## config.mk

```make
export PLATFORM = sky130hd
export DESIGN_NAME = inst_fetch_ctrl
export DESIGN_NICKNAME = d
export VERILOG_FILES = /design/src/rtl/if_pkg.sv /design/src/rtl/inst_fetch_queue.sv /design/src/rtl/inst_fetch_ctrl.sv
export SDC_FILE = /design/constraint.sdc
export NUM_CORES = 1
export LEC_CHECK = 0
export ABC_AREA = 1
export CORE_ASPECT_RATIO = 2
export CORE_MARGIN = 4
export CORE_UTILIZATION = 44
export DETAILED_ROUTE_END_ITERATION = 12
export GPL_TIMING_DRIVEN = 0
export PLACE_DENSITY = 0.88
export SLEW_MARGIN = 40
export SYNTH_ARGS = -nofsm -noshare
export SYNTH_HDL_FRONTEND = slang
export SYNTH_HIERARCHICAL = 1
export SYNTH_SLANG_ARGS = --single-unit
```

## constraint.sdc

```tcl
create_clock -name clk -period 4.4 [get_ports clk]
set_input_delay 0.66 -clock clk [delete_from_list [all_inputs] [get_ports clk]]
set_output_delay 0.66 -clock clk [all_outputs]
set_load 0.1 [all_outputs]
```

## src/rtl/if_pkg.sv

```systemverilog
// Shared types for the instruction fetch stage: FSM encoding, queue entry layout
// and the reset state.
package if_pkg;

    localparam int IF_AW = 32;
    localparam int IF_DW = 32;

    typedef enum logic [1:0] {
        ST_IDLE = 2'd0,
        ST_WAIT = 2'd1,
        ST_DROP = 2'd2
    } fetch_state_e;

    typedef struct packed {
        logic [IF_AW-1:0] pc;
        logic [IF_DW-1:0] inst;
    } fetch_entry_t;

    localparam fetch_state_e FETCH_RST_STATE = ST_IDLE;

endpackage

```

## src/rtl/inst_fetch_queue.sv

```systemverilog
// Small FIFO of {pc, inst} pairs between the I-cache response and decode.
// Clear wins over push and pop; the head is read combinationally from the array.
module fetch_queue #(
    parameter int DEPTH = 2,
    parameter int W     = 64,
    localparam int PW   = (DEPTH > 1) ? $clog2(DEPTH) : 1,
    localparam int CW   = $clog2(DEPTH + 1)
) (
    input  logic          clk,
    input  logic          rst_n,
    input  logic          push_i,
    input  logic [W-1:0]  push_data_i,
    input  logic          pop_i,
    input  logic          clear_i,
    output logic [CW-1:0] count_o,
    output logic          valid_o,
    output logic [W-1:0]  head_o
);

    logic [W-1:0]  mem [DEPTH];
    logic [PW-1:0] rd_ptr_q, rd_ptr_d;
    logic [PW-1:0] wr_ptr_q, wr_ptr_d;
    logic [CW-1:0] count_q, count_d;
    logic          push_ok;
    logic          pop_ok;

    assign push_ok = push_i & ~clear_i & (count_q != CW'(DEPTH));
    assign pop_ok  = pop_i & ~clear_i & (count_q != '0);

    always_comb begin
        rd_ptr_d = rd_ptr_q;
        wr_ptr_d = wr_ptr_q;
        count_d  = count_q;
        if (clear_i) begin
            rd_ptr_d = '0;
            wr_ptr_d = '0;
            count_d  = '0;
        end else begin
            // Power-of-two depth lets the pointers wrap by natural overflow.
            if (push_ok) wr_ptr_d = wr_ptr_q + PW'(1);
            if (pop_ok)  rd_ptr_d = rd_ptr_q + PW'(1);
            count_d = count_q + CW'(push_ok) - CW'(pop_ok);
        end
    end

    always_ff @(posedge clk or negedge rst_n) begin
        if (!rst_n) begin
            rd_ptr_q <= '0;
            wr_ptr_q <= '0;
            count_q  <= '0;
        end else begin
            rd_ptr_q <= rd_ptr_d;
            wr_ptr_q <= wr_ptr_d;
            count_q  <= count_d;
        end
    end

    always_ff @(posedge clk) begin
        if (push_ok) mem[wr_ptr_q] <= push_data_i;
    end

    assign count_o = count_q;
    assign valid_o = (count_q != '0);
    assign head_o  = mem[rd_ptr_q];

endmodule

```

## src/rtl/inst_fetch_ctrl.sv

```systemverilog
// Fetch controller: one outstanding I-cache request at a time, pairs each
// response with its PC and queues it for decode; flush squashes in-flight work.
module inst_fetch_ctrl
    import if_pkg::*;
#(
    parameter int DEPTH = 2,
    parameter int AW    = IF_AW,
    parameter int DW    = IF_DW
) (
    input  logic          clk,
    input  logic          rst,
    input  logic [AW-1:0] pc_i,
    input  logic          ce_i,
    input  logic          flush_i,
    output logic          stall_o,
    output logic          icache_req,
    output logic [AW-1:0] icache_addr,
    input  logic          icache_gnt,
    input  logic          icache_rvalid,
    input  logic [DW-1:0] icache_rdata,
    output logic          id_valid,
    output logic [AW-1:0] id_pc,
    output logic [DW-1:0] id_inst,
    input  logic          id_ready
);

    localparam int CW = $clog2(DEPTH + 1);

    fetch_state_e  state_q, state_d;
    logic [AW-1:0] req_pc_q, req_pc_d;
    logic [CW-1:0] q_count;
    logic [CW:0]   occupancy;
    logic          space;
    logic          can_issue;
    logic          fire;
    logic          push;
    logic          pop;
    logic [AW+DW-1:0] q_head;

    // An outstanding request already owns a slot, so it counts against space.
    assign occupancy = {1'b0, q_count} + {{CW{1'b0}}, (state_q == ST_WAIT)};
    assign space     = occupancy < (CW+1)'(DEPTH);
    assign can_issue = ce_i & ~flush_i & space &
                       ((state_q == ST_IDLE) | ((state_q == ST_WAIT) & icache_rvalid));

    // Masking with rst keeps the request low and the PC held while in reset.
    assign icache_req  = can_issue & rst;
    assign fire        = icache_req & icache_gnt;
    assign stall_o     = ~fire;
    assign icache_addr = pc_i;
    assign pop         = id_valid & id_ready;

    always_comb begin
        state_d  = state_q;
        req_pc_d = req_pc_q;
        push     = 1'b0;
        case (state_q)
            ST_IDLE: begin
                if (fire) state_d = ST_WAIT;
            end
            ST_WAIT: begin
                if (flush_i) begin
                    state_d = icache_rvalid ? ST_IDLE : ST_DROP;
                end else if (icache_rvalid) begin
                    push    = 1'b1;
                    state_d = fire ? ST_WAIT : ST_IDLE;
                end
            end
            ST_DROP: begin
                // The response owed to the squashed path is swallowed here.
                if (icache_rvalid) state_d = ST_IDLE;
            end
            default: state_d = FETCH_RST_STATE;
        endcase
        if (fire) req_pc_d = pc_i;
    end

    always_ff @(posedge clk or negedge rst) begin
        if (!rst) begin
            state_q  <= FETCH_RST_STATE;
            req_pc_q <= '0;
        end else begin
            state_q  <= state_d;
            req_pc_q <= req_pc_d;
        end
    end

    fetch_queue #(
        .DEPTH (DEPTH),
        .W     (AW + DW)
    ) u_queue (
        .clk         (clk),
        .rst_n       (rst),
        .push_i      (push),
        .push_data_i ({req_pc_q, icache_rdata}),
        .pop_i       (pop),
        .clear_i     (flush_i),
        .count_o     (q_count),
        .valid_o     (id_valid),
        .head_o      (q_head)
    );

    assign id_pc   = q_head[AW+DW-1:DW];
    assign id_inst = q_head[DW-1:0];

endmodule

```

# After elaboration in Yosys (flattened, before gate mapping)
# Memories as Yosys holds them, arrays and structs flattened.
# Cells that the tools add are included.
# W data, S select, Z words.
# totals
elab_cells,54
in_bits,71
n_memories,1
ram_bits,128
out_inout_bits,99
ff_bits,38
# memory_table
name,depth,word_bits,read_ports,rd_ports_with_merged_regs,write_ports,line,rtl
u_queue.mem,2,64,1,0,1,inst_fetch_queue.sv:20,logic [W-1:0] mem [DEPTH];
# op_classes
eq_ne,6
n_reduce_logical,5
magnitude_cmp,1
n_mux,17
n_addsub,5
bitwise_logic,14
# ops
cell,n
$mux W2,6
$and A1 B1 Y1,11
$mux W1,10
$ne A2 B2 Y1 const B,3
$pmux W2 S3,1
$reduce_bool A2 Y1,3
$add A2 B1 Y3,1
$lt A3 B2 Y1 const B,1
$ne A3 B3 Y1 const B,1
$reduce_and A3 Y1,1
$add A1 B1 Y1 const B,2
$add A2 B1 Y2,1
$eq A2 B1 Y1 const B,1
$eq A2 B2 Y1 const B,1
$logic_not A2 Y1,1
$not A1 Y1,2
$sub A2 B1 Y2,1
$or A1 B1 Y1,1

# Logic depth before layout (Yosys ltp)
# Gate-level depths: netlist (run 1).
# logic_depth
ltp_word,11
ltp_mapped,12

# Hierarchy
# The synthesis (run 1) kept the hierarchy.
# by_module_without_submodules
mod,seq_area_each_um2,n_inst,cells_per_inst,area_per_inst_um2
fetch_queue,3943.8,1,369,4902.2
inst_fetch_ctrl,850.8,1,196,1739.2

# Worst setup path after synthesis (run 1)
# OpenSTA, ideal clock, no wires.
# synth_path
path_type,input to register
startpoint,input icache_rvalid
endpoint,"memory u_queue.mem[1][0], enable pin"
path_buffers,0
setup_ns,0.486
arrival_time_ns,3.901
stages,5
setup_slack_ns,0.012
required_ns,3.914
cell_sequence,inv_1 nor3_1 a21boi_0 nand2_1 nor2_1
# synth_between
elab_chain_cells,7
# synth_rtl
element,line,rtl
from (decl),inst_fetch_ctrl.sv:19,"input logic icache_rvalid,"
$mux W1,inst_fetch_ctrl.sv:64,end else if (icache_rvalid) begin
$mux W1,inst_fetch_ctrl.sv:62,if (flush_i) begin
$mux W1,inst_fetch_ctrl.sv:57,case (state_q)
named net push,inst_fetch_ctrl.sv:36,logic push;
$and A1 B1 Y1 (2 in series),inst_fetch_queue.sv:27,assign push_ok = push_i & ~clear_i & (count_q != CW'(DEPTH));
$mux W1,inst_fetch_queue.sv:59,if (push_ok) mem[wr_ptr_q] <= push_data_i;
$mux W1 (not written as such),inst_fetch_queue.sv:59,
to (decl),inst_fetch_queue.sv:20,
# The timed path passes the listed nets, and every way through them passes these cells.

# Worst setup path after layout (run 1)
# layout_path
startpoint,input flush_i
endpoint,output stall_o
# layout_between
elab_chain_cells,7
# layout_rtl
element,line,rtl
from (decl),inst_fetch_ctrl.sv:14,"input logic flush_i,"
$not A1 Y1,inst_fetch_ctrl.sv:43,assign can_issue = ce_i & ~flush_i & space &
$and A1 B1 Y1 (3 in series),inst_fetch_ctrl.sv:43,
$and A1 B1 Y1,inst_fetch_ctrl.sv:47,assign icache_req = can_issue & rst;
$and A1 B1 Y1,inst_fetch_ctrl.sv:48,assign fire = icache_req & icache_gnt;
$not A1 Y1,inst_fetch_ctrl.sv:49,assign stall_o = ~fire;
to (decl),inst_fetch_ctrl.sv:15,"output logic stall_o,"
# Every way passes these cells.

==> summary.md, run 1 <==
| Metric | Value |
|---|---|
| CTS clk-pin slew, worst paths | `0.06 ns` |
| Yosys top cell area share | `57.9%` |
| Wire length of the first global-routing pass | `22,200 µm` |
| Via/cell ratio | `4.61` |
| Detailed-route via count | `4,446` |
| Cells resized by post-CTS repair | `0` |
| Max_slew headroom | `62.6%` |
| Power Dens Cells | `404 nW/µm²` |
| Seq. cell area | `4790 µm²` |
| Vertical die dimension | `182 µm` |
| Number of enable-type register cells in the synthesized netlist | `128` |
| Required time at the worst-slack endpoint | `3.74 ns` |
| Post-synth top area cell | `sky130_fd_sc_hd__edfxtp_1` |
| Antenna viol nets, final | `0` |
| Number of buffers inserted by post-CTS setup repair | `0` |
| DR pass1 iterations | `4` |
| Area of the die | `17,200 µm²` |
| Cell area after technology mapping | `6640 µm²` |
| Number of levels in the clock H-tree | `4` |
| Antenna violations before repair | `0` |
| Clock buffer count from CTS | `17` |
| Count of yosys warnings during synthesis | `6` |
| Aggregate global routing overflow | `0` |
| Count of nets after finishing | `829` |
| Number of sinks handled by clock tree synthesis | `166` |
| Reg-to-reg slack, setup | `2.09 ns` |
| Period utilisation layout | `67.3%` |
| RSZ-0062 raised after global routing | `no` |
| Hold-fix buffers at CTS | `0` |
| Cell depth of the worst setup path | `7` |
| CP Capture Type | `output port` |
| Data arrival time of the worst path | `2.30 ns` |
| Max cap viols | `0` |
| Most common cell after layout, fill and taps aside | `sky130_fd_sc_hd__nand2_1` |
| Area taken by multi-input logic gates | `1390 µm²` |
| Syn_nets | `638` |
| Final Hold Viols | `0` |
| Total routing usage reported by global routing | `17.0%` |
| Gate count after technology mapping | `565` |
| Via count of the first global-routing pass | `4,456` |
| Count of pins on the block boundary | `170` |
| Clk buf depth | `2` |
| Area grow syn2layout | `31.3%` |
| Net switching component of the power | `0.860 mW` |
| Number of cell instances on the worst register-to-register path | `7` |
| Number of different library cells in the post-synthesis netlist | `24` |
| Placement-stage cell area | `8170 µm²` |
| Commonest cells after routing, fill and taps aside | `sky130_fd_sc_hd__nand2_1 (270), sky130_fd_sc_hd__edfxtp_1 (128), sky130_fd_sc_hd__buf_2 (111)` |
| GR Util met2 | `31.4%` |
| Met3 capacity usage during global routing | `3.48%` |
| Aggregate routed wire length | `14,200 µm` |
| Status | `complete, no violations` |
| Global Route met1 Usage | `17.3%` |
| Post-Route Skew | `0.00759 ns` |
| Flip-flop cell with the highest count after synthesis | `sky130_fd_sc_hd__edfxtp_1` |
| Layout Cell Area excl Fill | `8720 µm²` |
| Number of buffers and inverters on the critical path | `3` |
| Share of the yosys chip area belonging to registers | `72.2%` |
| Starting Density | `44.8%` |
| Power share of the combinational group | `9.5%` |
| Clock insertion delay at the later pin of the skew report | `0.40 ns` |
| Share of final-layout standard cells stronger than drive strength 1 | `25.7%` |
| Die span in x | `94.9 µm` |
| Critical path class | `primary input to output port` |
| Class of the tightest hold or removal check | `primary input to async pin` |
| Sequential fraction of design power | `52.1%` |
| Mean cell area of the mapped netlist | `11.8 µm²` |
| Placer's final routability congestion estimate | `0.764` |
| Setup violation total in the final timing report | `0` |
| Dominant delay contributor by cell family on the critical path | `buffers and inverters` |
| Share of total power in the clock network | `38.4%` |
| DPL Wire Length | `10,700 µm` |
| Achievable Freq | `0.338 GHz` |
| Placed Instances | `932` |
| Critical path launch point type | `primary input` |
| Min Clock Period, post-route | `2.96 ns` |
| Highest cell delay on the worst timing path | `0.60 ns` |
| Least-Margin Pin Slew | `0.560 ns` |
| Quantity of I/O buffers inserted on ports | `168` |
| Int Power | `2.66 mW` |
| GRT Max-Usage Layer | `met2` |
| Pins Over Slew Limit | `0` |
| Startpoint of the most critical setup path | `flush_i` |
| Final routed DRC violation total | `0` |
| Filler Cells Inserted | `1,215` |
| Non-filler instance count after layout | `964` |
| Synthesized flop and latch total | `166` |
| Final routed wire length divided by cell count | `14.7 µm` |
| Largest net degree at the start of global routing | `40` |
| Proportion of synthesized flip-flops having asynchronous set or reset | `22.9%` |
| Switching fraction of total power | `24.4%` |
| Worst r2r src | `state_q[1]` |
| Diodes inserted | `0` |
| Clock tree from TritonCTS | `done` |
| Top fanout value on the critical path | `10` |
| Slowest stage cell, crit path | `sky130_fd_sc_hd__clkdlybuf4s50_1` |
| Worst ir drop on vdd | `294 µV` |
| Standard-cell rows | `63` |
| Endpoint of the most critical setup path | `stall_o` |
| Clock root buffer | `sky130_fd_sc_hd__clkbuf_16` |
| Worst path cell trace | `clkdlybuf4s50_1 -> nor2_1 -> nand2_1 -> nor2_8 -> nand3_4 -> buf_6 -> buf_2` |
| Detailed Route Iter0 Violations | `240` |
| FF-to-FF End | `u_queue/mem[1][40]` |
| Leakage power of the design | `3.80 nW` |
| Core outline area | `14,800 µm²` |
| Largest cells by area after synthesis | `sky130_fd_sc_hd__edfxtp_1 (58%), sky130_fd_sc_hd__nand2_1 (15%), sky130_fd_sc_hd__dfrtp_1 (14%)` |
[sequential cells by signal, summed over array words and instances, names as in the netlist]
name,cells
req_pc_q,32
state_q,2
u_queue/count_o,2
u_queue/mem,128
u_queue/rd_ptr_q,1
u_queue/wr_ptr_q,1
[power groups by stage]
stage                     Clock, mW  Combinational, mW  Sequential [mW]
final                          1.35              0.335             1.84
after global routing           1.47              0.362             1.84
after CTS                      1.38              0.339             1.84
after detailed placement          0              0.338             1.87
after global placement            0              0.348             1.86
after floorplan                   0              0.227             1.85
[metrics by stage]
stage	setup WS, ns	power (mW)	TNS (ns)	hold slack (ns)	utilization (%)
final	1.44	3.52	0	0.228	58.8
after global routing	1.33	3.67	0	0.250	58.8
after CTS	1.42	3.55	0	0.223	58.8
after detailed placement	1.35	2.21	0	0.453	55.1
after global placement	-2.00	2.21	-128.44	0.449	57.8
after floorplan	0.0124	2.08	0	0.364	-
[cells in the mapped netlist, types with 3 or more instances]
master and number:
sky130_fd_sc_hd__buf_6 3, sky130_fd_sc_hd__buf_4 40, sky130_fd_sc_hd__edfxtp_1 128, sky130_fd_sc_hd__nand4_1 34
sky130_fd_sc_hd__nand2_1 270, sky130_fd_sc_hd__buf_2 12, sky130_fd_sc_hd__nor2_1 6, sky130_fd_sc_hd__inv_2 3
sky130_fd_sc_hd__inv_1 11, sky130_fd_sc_hd__clkbuf_1 4, sky130_fd_sc_hd__dfrtp_1 38
[worst min path at each step]
stage	start	end	slack, ns
floorplan	rst	req_pc_q[0]	0.36
global placement	req_pc_q[5]	u_queue/mem[0][37]	0.45
detailed placement	req_pc_q[7]	u_queue/mem[1][39]	0.45
CTS	rst	state_q[0]	0.22
global route	rst	state_q[1]	0.25
finish	rst	u_queue/count_o[1]	0.23
[layer usage]
metal | share of wire [%] | wire length, µm
met3 | 4.3 | 615
met5 | 0 | 0
met2 | 56 | 7950
met1 | 36 | 5060
met4 | 3.8 | 542
[worst reg2reg max path: cells and delay by family, from the launching register on]
| kind | cells | cell delay (ns) |
|---|---|---|
| simple gates | 4 | 0.93 |
| flops | 1 | 0.43 |
| buf+inv | 2 | 0.33 |
| compound gates | 1 | 0.31 |
[cell type report]
type | count | share of cell area [%]
repair buffers | 172 | 14.6
inverters | 14 | 0.631
well taps | 195 | 2.80
plain buffers | 59 | 4.69
clock inverters | 13 | 1.10
clock buffers | 19 | 5.21
multi-input cells | 326 | 16.0
flip-flops and latches | 166 | 55.0
[logic make-up (layout without fill, tap and decap cells)]
logic type               after synthesis  in the layout  share of synthesized area [%]
buffers and inverters                 73            277                           6.95
flip-flops                           166            166                           72.2
AND/OR/NAND/NOR                      318            318                           19.9
AO/OA/AOI/OAI                          6              6                          0.584
adder cells (fa/ha/maj)                2              2                          0.377
Note: power is estimated with default switching activity, not from simulation.
==> run 2, diff against run 1 <==
==> constraint.sdc (replaced) <==
create_clock -name clk -period 2.71 [get_ports clk]
set_input_delay 0.4065 -clock clk [delete_from_list [all_inputs] [get_ports clk]]
set_output_delay 0.4065 -clock clk [all_outputs]
set_load 0.1 [all_outputs]
==> run 2 against run 1 <==
  * Final area up 0.57%
  * Clock skew is 0.0027 ns higher
  * Count of clock-buffer cells in the layout is 1 higher
  * Sequential share of layout area down 0.31 points
  * Critical path type unchanged
==> summary.md, run 2 (same netlist as run 1, synthesis figures left out) <==
| Metric | Value |
|---|---|
| Status | `complete, no violations (unchanged)` |
| Starting Density | `44.8% (unchanged)` |
| Class of the tightest hold or removal check | `primary input to flop (was primary input to async pin)` |
| Number of levels in the clock H-tree | `4 (unchanged)` |
| Leakage power of the design | `3.83 nW (was 3.80 nW)` |
| DR pass1 iterations | `4 (unchanged)` |
| Placed Instances | `932 (unchanged)` |
| Count of pins on the block boundary | `170 (unchanged)` |
| FF-to-FF End | `u_queue/mem[1][27] (was u_queue/mem[1][40])` |
| Most common cell after layout, fill and taps aside | `sky130_fd_sc_hd__nand2_1 (unchanged)` |
| Aggregate global routing overflow | `0 (unchanged)` |
| Cells resized by post-CTS repair | `0 (unchanged)` |
| Detailed Route Iter0 Violations | `196 (was 240)` |
| Core outline area | `14,800 µm² (unchanged)` |
| Antenna viol nets, final | `0 (unchanged)` |
| CP Capture Type | `output port (unchanged)` |
| Antenna violations before repair | `0 (unchanged)` |
| Placement-stage cell area | `8160 µm² (was 8170 µm²)` |
| Reg-to-reg slack, setup | `0.23 ns (was 2.09 ns)` |
| Worst r2r src | `state_q[1] (unchanged)` |
| Largest net degree at the start of global routing | `40 (unchanged)` |
| Clock root buffer | `sky130_fd_sc_hd__clkbuf_16 (unchanged)` |
| Startpoint of the lowest-slack hold path | `icache_gnt` |
| Power share of the combinational group | `9.4% (was 9.5%)` |
| Int Power | `4.45 mW (was 2.66 mW)` |
| Worst hold stages | `3` |
| Most common cell type on the critical path | `sky130_fd_sc_hd__nand2_1` |
| Clk buf depth | `2 (unchanged)` |
| Min Clock Period, post-route | `2.54 ns` |
| Clock tree from TritonCTS | `done (unchanged)` |
| Final routed wire length divided by cell count | `14.9 µm (was 14.7 µm)` |
| Period utilisation layout | `93.8%` |
| Non-filler instance count after layout | `966 (was 964)` |
| Number of cell instances on the worst register-to-register path | `8 (was 7)` |
| Hold endpoint | `req_pc_q[27]` |
| Share of final-layout standard cells stronger than drive strength 1 | `25.9% (was 25.7%)` |
| Count of nets after finishing | `831 (was 829)` |
| Least-Margin Pin Slew | `0.570 ns (was 0.560 ns)` |
| Commonest cells after routing, fill and taps aside | `sky130_fd_sc_hd__nand2_1 (270), sky130_fd_sc_hd__edfxtp_1 (128), sky130_fd_sc_hd__buf_2 (111) (unchanged)` |
| Area of the die | `17,200 µm² (unchanged)` |
| Vertical die dimension | `182 µm (unchanged)` |
| Most flops, register | `u_queue/mem (unchanged)` |
| Critical path class | `primary input to output port (unchanged)` |
| Slowest stage cell, crit path | `sky130_fd_sc_hd__dlygate4sd3_1 (was sky130_fd_sc_hd__clkdlybuf4s50_1)` |
| Largest registers in the final layout | `u_queue/mem: 128 flops, req_pc_q: 32 flops (unchanged)` |
| Clock insertion delay at the later pin of the skew report | `0.42 ns (was 0.40 ns)` |
| Quantity of I/O buffers inserted on ports | `168 (unchanged)` |
| Max cap viols | `0 (unchanged)` |
| Number of buffers inserted by post-CTS setup repair | `0 (unchanged)` |
| Worst path cell trace | `dlygate4sd3_1 -> buf_4 -> nand2_1 -> inv_1 -> nand2_1 -> nor2_8 -> nand3_4 -> buf_6 -> buf_2 (was clkdlybuf4s50_1 -> nor2_1 -> nand2_1 -> nor2_8 -> nand3_4 -> buf_6 -> buf_2)` |
| Detailed-route via count | `4,544 (was 4,446)` |
| Standard-cell rows | `63 (unchanged)` |
| Net switching component of the power | `1.41 mW (was 0.860 mW)` |
| RSZ-0062 raised after global routing | `no (unchanged)` |
| Final routed DRC violation total | `0 (unchanged)` |
| Critical path launch point type | `primary input (unchanged)` |
| Pins Over Slew Limit | `0 (unchanged)` |
| Sequential fraction of design power | `51.0% (was 52.1%)` |
| Largest register FFs | `128 (unchanged)` |
| Hold-fix buffers at CTS | `2 (was 0)` |
| Number of sinks handled by clock tree synthesis | `166 (unchanged)` |
| Top fanout value on the critical path | `10 (unchanged)` |
| Diodes inserted | `0 (unchanged)` |
| Highest cell delay on the worst timing path | `0.54 ns (was 0.60 ns)` |
| Wire length of the first global-routing pass | `23,100 µm (was 22,200 µm)` |
| Via/cell ratio | `4.70 (was 4.61)` |
| Final Hold Viols | `0 (unchanged)` |
| Post-Route Skew | `0.0103 ns (was 0.00759 ns)` |
| Required time at the worst-slack endpoint | `2.30 ns (was 3.74 ns)` |
| Hold Slack | `0.395 ns (was 0.228 ns)` |
| Die span in x | `94.9 µm (unchanged)` |
| Achievable Freq | `0.393 GHz` |
| Worst ir drop on vdd | `454 µV (was 294 µV)` |
| Max_slew headroom | `61.9% (was 62.6%)` |
| Area grow syn2layout | `32.0% (was 31.3%)` |
| Share of total power in the clock network | `39.6% (was 38.4%)` |
| Total Neg Setup Slack | `0 ns (unchanged)` |
| Clock buffer count from CTS | `17 (unchanged)` |
| Via count of the first global-routing pass | `4,623 (was 4,456)` |
| Setup violation total in the final timing report | `0 (unchanged)` |
| Placer's final routability congestion estimate | `0.785 (was 0.764)` |
| Total routing usage reported by global routing | `17.8% (was 17.0%)` |
| Switching fraction of total power | `24.0% (was 24.4%)` |
| CTS clk-pin slew, worst paths | `0.06 ns (about the same)` |
| Data arrival time of the worst path | `2.14 ns (was 2.30 ns)` |
| DPL Wire Length | `10,600 µm (was 10,700 µm)` |
| Aggregate routed wire length | `14,400 µm (was 14,200 µm)` |
| Power Dens Cells | `668 nW/µm² (was 404 nW/µm²)` |
| Layout Cell Area excl Fill | `8770 µm² (was 8720 µm²)` |
run 2: stage by stage:
step	power (mW)	worst slack [ns]	utilization, %
after global routing	6.08	0.0152	59.2
after detailed placement	3.58	-0.180	55.0
after global placement	3.59	-1.75	57.9
final	5.85	0.167	59.2
after floorplan	3.38	0.224	-
after CTS	5.91	0.149	59.2
run 2: worst max path at each step:
stage | from | end | slack, ns | cells past startpoint
detailed placement | flush_i | u_queue/mem[1][29] | -0.18 | 7
global placement | rst | stall_o | -1.75 | 8
finish | rst | stall_o | 0.17 | 9
global route | state_q[1] | u_queue/mem[1][29] | 0.02 | 8
CTS | rst | stall_o | 0.15 | 9
floorplan | state_q[1] | u_queue/mem[0][0] | 0.22 | 5
run 2: power groups by stage:
stage                     Clock, mW  Sequential, mW  Combinational, mW
after floorplan                   0            3.01              0.368
after global placement            0            3.02              0.565
after detailed placement          0            3.03              0.549
after CTS                      2.37            2.98              0.557
after global routing           2.49            3.00              0.594
final                          2.32            2.98              0.551
run 2: area by class of cell:
| cell class | instances | area (µm²) |
|---|---|---|
| clock buffer | 20 | 468 |
| clock inverter | 12 | 115 |
| sequential | 166 | 4790 |
| buffer | 59 | 409 |
| timing repair buffer | 174 | 1290 |
| multi-input combinational | 326 | 1390 |
| tap | 195 | 244 |
| inverter | 14 | 55.1 |
| fill | 1226 | 6050 |
run 2: worst max-delay path, delay by kind of cell:
kind	cells	cell delay, ns
AND/OR/NAND/NOR	4	0.40
buffers and inverters	5	1.32
run 2: metal layers:
layer  global-route usage [%]  wire length (µm)  vias to the layer above
met2                     32.8              8130                      143
met4                     9.83               580                        0
met3                     3.40               742                       28
met1                     18.0              4960                     2121
met5                        0                 0                        -
li1                         -                 -                     2252
